### src/rtl/seg_pattern_sequencer.sv
// Step scheduler for the segment fade engine: walks an 8-entry (segment, level)
// table at a selectable rate and issues one light command per step over valid/ready.
//
//   state   | meaning
//   IDLE    | stopped, no command pending
//   ISSUE   | latch table[step_idx] (first cycle), then hold cmd_valid until accepted
//   WAIT    | step-period timer running before the next advance
module seg_pattern_sequencer #(
  parameter int STEP_WIDTH  = 24,
  parameter int NUM_STEPS   = 8,
  parameter int LEVEL_WIDTH = 5
) (
  input  logic                   clk,
  input  logic                   reset,
  input  logic                   run,
  input  logic                   direction,
  input  logic [2:0]             speed,
  input  logic [2:0]             cfg_len,
  input  logic                   cfg_wr,
  input  logic [2:0]             cfg_addr,
  input  logic [7:0]             cfg_data,
  input  logic                   cmd_ready,
  output logic                   cmd_valid,
  output logic [2:0]             cmd_seg,
  output logic [LEVEL_WIDTH-1:0] cmd_level,
  output logic [2:0]             step_idx,
  output logic                   busy
);

  typedef enum logic [1:0] {
    S_IDLE  = 2'd0,
    S_ISSUE = 2'd1,
    S_WAIT  = 2'd2
  } state_t;

  state_t                 state_q, state_d;
  logic [7:0]             table_q [NUM_STEPS];
  logic [7:0]             table_d [NUM_STEPS];
  logic [STEP_WIDTH-1:0]  counter_q, counter_d;
  logic [2:0]             step_idx_q, step_idx_d;
  logic                   cmd_valid_q, cmd_valid_d;
  logic [2:0]             cmd_seg_q, cmd_seg_d;
  logic [LEVEL_WIDTH-1:0] cmd_level_q, cmd_level_d;

  logic [STEP_WIDTH-1:0]  period;
  logic [2:0]             next_idx;

  // Slowest rate sets the top counter bits; the low bits are always all ones.
  assign period = {speed ^ 3'b111, {(STEP_WIDTH-3){1'b1}}};

  always_comb begin
    next_idx = step_idx_q;
    if (direction) begin
      if (step_idx_q >= cfg_len) next_idx = 3'd0;
      else                       next_idx = step_idx_q + 3'd1;
    end else begin
      if (step_idx_q == 3'd0 || step_idx_q > cfg_len) next_idx = cfg_len;
      else                                            next_idx = step_idx_q - 3'd1;
    end
  end

  always_comb begin
    state_d     = state_q;
    counter_d   = counter_q;
    step_idx_d  = step_idx_q;
    cmd_valid_d = cmd_valid_q;
    cmd_seg_d   = cmd_seg_q;
    cmd_level_d = cmd_level_q;
    for (int i = 0; i < NUM_STEPS; i++) table_d[i] = table_q[i];
    if (cfg_wr) table_d[cfg_addr] = cfg_data;

    case (state_q)
      S_IDLE: begin
        cmd_valid_d = 1'b0;
        if (run) begin
          state_d    = S_ISSUE;
          step_idx_d = direction ? 3'd0 : cfg_len;
        end
      end
      S_ISSUE: begin
        if (!cmd_valid_q) begin
          // Payload is a private copy so table rewrites cannot disturb a pending command.
          cmd_seg_d   = table_q[step_idx_q][7:5];
          cmd_level_d = table_q[step_idx_q][LEVEL_WIDTH-1:0];
          cmd_valid_d = 1'b1;
        end else if (cmd_ready) begin
          cmd_valid_d = 1'b0;
          counter_d   = '0;
          state_d     = run ? S_WAIT : S_IDLE;
        end
      end
      S_WAIT: begin
        if (!run) begin
          state_d   = S_IDLE;
          counter_d = '0;
        end else if (counter_q >= period) begin
          step_idx_d = next_idx;
          state_d    = S_ISSUE;
        end else begin
          counter_d = counter_q + {{(STEP_WIDTH-1){1'b0}}, 1'b1};
        end
      end
      default: begin
        state_d     = S_IDLE;
        cmd_valid_d = 1'b0;
      end
    endcase
  end

  always_ff @(posedge clk) begin
    if (reset) begin
      state_q     <= S_IDLE;
      counter_q   <= '0;
      step_idx_q  <= 3'd0;
      cmd_valid_q <= 1'b0;
      cmd_seg_q   <= 3'd0;
      cmd_level_q <= '0;
      for (int i = 0; i < NUM_STEPS; i++) table_q[i] <= 8'd0;
    end else begin
      state_q     <= state_d;
      counter_q   <= counter_d;
      step_idx_q  <= step_idx_d;
      cmd_valid_q <= cmd_valid_d;
      cmd_seg_q   <= cmd_seg_d;
      cmd_level_q <= cmd_level_d;
      for (int i = 0; i < NUM_STEPS; i++) table_q[i] <= table_d[i];
    end
  end

  assign cmd_valid = cmd_valid_q;
  assign cmd_seg   = cmd_seg_q;
  assign cmd_level = cmd_level_q;
  assign step_idx  = step_idx_q;
  assign busy      = (state_q != S_IDLE);

endmodule

### config.mk
export PLATFORM = sky130hd
export DESIGN_NAME = seg_pattern_sequencer
export DESIGN_NICKNAME = d
export VERILOG_FILES = /design/src/rtl/seg_pattern_sequencer.sv
export SDC_FILE = /design/constraint.sdc
export NUM_CORES = 1
export LEC_CHECK = 0
export CAP_MARGIN = 40
export CORE_MARGIN = 2
export CORE_UTILIZATION = 50
export CTS_CLUSTER_DIAMETER = 150
export DETAILED_ROUTE_END_ITERATION = 10
export PLACE_DENSITY = 0.7
export SLEW_MARGIN = 20
export SYNTH_ARGS = -nofsm -noshare
export SYNTH_HDL_FRONTEND = slang
export SYNTH_SLANG_ARGS = --single-unit
### constraint.sdc
create_clock -name clk -period 3.3 [get_ports clk]
set_input_delay 0.495 -clock clk [delete_from_list [all_inputs] [get_ports clk]]
set_output_delay 0.495 -clock clk [all_outputs]
set_load 0.005 [all_outputs]
==> summary.txt <==
Max-Cap Viols: 0
Die Footprint: 0.01038 mm2
Hold Buf Count CTS: 0
initial antenna violation count: 0
CTS buffer count: 9
r2r setup slk: 0.83 ns
area leader, netlist: dfxtp_1
Post-synth EDFFs: 0
initial cell density of the core: 51.62%
P_int: 1.654 mW
commonest non-fill, non-tap cell in the layout: nand2_1
routed wire length: 11,320 um
share of cells above drive strength 1: 9.291%
detailed-route via count: 4,026
critical path arrival: 2.76 ns
Cell Rows: 35
Vias/cell: 5.584
Crit path required time: 3.59 ns
1st-pass router iterations: 5
clk root buf: clkbuf_8
Sink Count: 102
Crit Path Max Fanout: 9
Die W: 101.9 um
remaining routing DRC violations: 0
Post-CTS Setup Repair Bufs: 0
CP startpoint kind: flip-flop
combinational share of power: 11.2%
total track usage: 23.33%
Synth Instances: 562
commonest register cell after synthesis: dfxtp_1
CTS H-Tree Depth: 3
VDD IR max: 0.0003189 V
commonest cells after routing, fill and taps aside: nand2_1 (136), dfxtp_1 (102), a21oi_1 (73)
CP Cell Sequence: ha_1 -> inv_1 -> or4_4 -> o31a_4 -> a211oi_4 -> nor2_1 -> a311oi_1
max-slew violation count: 0
GRT overflow: 0
die height: 101.9 um
final setup fails: 0
Synth cell types: 47
Tcrit/Tclk final: 74.79%
sw power: 0.5993 mW
CP Capture Type: flip-flop
Fin Setup TNS: 0 ns
clock share of power: 32.1%
fillers: 840
ANT nets after route: 0
Worst-Skew Late Latency: 0.38 ns
HPWL after DPL: 7956 um
Final #Nets: 620
sequential share of power: 56.7%
Reg clk slew, reported paths: 0.10 ns
CORE AREA: 0.009284 mm2
Setup WS pre-CTS: 0.5985 ns
FMAX: 405.2 MHz
routability cong.: 0.8339
Leak: 1.800 nW
async set-or-reset flop fraction in the synthesized netlist: 0%
post_cts resized: 0
Post-Place Cell Area: 0.005239 mm2
Hold Fails Final Rpt: 0
Tmin final: 2.468 ns
Least-Margin Pin Slew: 0.7617 ns
Switching Share: 26.60%
RSZ-0062 raised after global routing: no
share of the synthesized area in the top cell type: 42.61%
TritonCTS clock tree: built
synthesized area: 0.004792 mm2
Syn Nets: 595
Layout Cell Area excl Fill: 0.005411 mm2
PortBufs: 35
Slew Limit Headroom: 49.03%
global-route wire length before repair: 18,710 um
Fin Clk Skew: 0.01077 ns
power density over cell area: 416.3 mW/mm2
num ports: 36
syn avg cell area: 8.527 um2
hold slack: 0.4586 ns
Critical Path Max Stage Delay: 0.61 ns
Synth Register Bits: 102
largest net degree at the start of global routing: 64
Antenna diodes: 0
Layout area overhead: 12.92%
post-route setup slack: 0.8318 ns
Max Buffers Root-to-Sink: 2
Worst Hold Class: flip-flop to flip-flop
status: complete, no violations
Initial DRC Count: 163
Setup CP Type: flip-flop to flip-flop
yosys warns: 0
per-cell routed wire length: 15.70 um
number of global-route vias before repair: 3,932
slowest CP cell: or4_4
synth top area cells: dfxtp_1 (43%), nand2_1 (11%), a21oi_1 (7.6%)
register area share after synthesis: 42.61%
[cells in the mapped netlist (3+ instances only)]
| cell | number |
|---|---|
| nand2_1 | 136 |
| nand4_1 | 8 |
| mux2i_1 | 18 |
| nor3_1 | 6 |
| nor4_1 | 4 |
| inv_1 | 13 |
| o21ai_1 | 9 |
| a211oi_1 | 14 |
| nand3_1 | 14 |
| a21o_1 | 3 |
| buf_1 | 11 |
| o21ai_0 | 4 |
| xnor2_1 | 11 |
| nand2b_1 | 7 |
| ha_1 | 10 |
| dfxtp_1 | 102 |
| clkbuf_1 | 17 |
| nor2_1 | 42 |
| mux4_2 | 16 |
| or3_1 | 7 |
| nor2b_1 | 5 |
| a21oi_1 | 73 |
[per-stage QoR]
| stage | power [mW] | std cells | utilization [%] |
|---|---|---|---|
| floorplan | 1.458 | 562 | - |
| finish | 2.253 | 721 | 58.29 |
| detailed placement | 1.559 | 705 | 56.43 |
| global placement | 1.551 | 705 | 56.43 |
| global route | 2.355 | 721 | 58.29 |
| CTS | 2.274 | 721 | 58.29 |
[sequential cells by signal (all words and copies together), names as in the netlist]
signal     flops
cmd_level      5
cmd_seg        3
cmd_valid      1
counter_q     24
state_q        2
step_idx       3
table_q       64
[final cells by class]
| class | instances | area (um2) | area share [%] |
|---|---|---|---|
| Inverter | 13 | 48.80 | 0.9017 |
| Clock buffer | 10 | 127.6 | 2.358 |
| Sequential cell | 102 | 2042 | 37.73 |
| Clock inverter | 6 | 45.04 | 0.8324 |
| Multi-Input combinational cell | 415 | 2559 | 47.28 |
| Tap cell | 129 | 161.4 | 2.983 |
| Timing Repair Buffer | 46 | 427.9 | 7.908 |
[final timing paths]
path,startpoint,to,cells after the start
max,counter_q[0]$_SDFFE_PP0P_,step_idx[0]$_SDFFE_PP0P_,7
max reg2reg,counter_q[0]$_SDFFE_PP0P_,step_idx[0]$_SDFFE_PP0P_,7
min,table_q[3][4]$_SDFFE_PP0P_,table_q[3][4]$_SDFFE_PP0P_,2
min reg2reg,table_q[3][4]$_SDFFE_PP0P_,table_q[3][4]$_SDFFE_PP0P_,2
[critical path, delay by kind of cell (launching register included)]
| kind | cells | cell delay [ns] |
|---|---|---|
| adders and majority gates | 1 | 0.23 |
| DFF | 1 | 0.42 |
| AOI/OAI and AO/OA | 3 | 0.97 |
| and+or+nand+nor | 2 | 0.68 |
| buffers and inverters | 1 | 0.07 |
[cells by family after synthesis]
logic type / after synthesis / synth area share (%)
xor+xnor: 11 / 2.010
compound gates: 117 / 15.07
flops: 102 / 42.61
mux: 34 / 11.28
simple gates: 243 / 22.43
buf+inv: 45 / 3.995
fa+ha+maj: 10 / 2.611
[per-layer routing]
metal  GRT usage (%)  share of wire [%]  wire length [um]
met5               0                  0                 0
met4           6.667                1.4               159
met3           5.130                4.1               461
met2           42.51                 51              5817
met1           27.56                 43              4880
[power groups by stage]
stage | Sequential [mW] | Clock, mW | Combinational, mW
6_report | 1.28 | 0.723 | 0.252
5_1_grt | 1.28 | 0.798 | 0.275
4_1_cts | 1.28 | 0.743 | 0.253
3_5_place_dp | 1.31 | 0 | 0.252
3_3_place_gp | 1.31 | 0 | 0.246
2_1_floorplan | 1.30 | 0 | 0.155
Power figures use the tool's default switching activity.
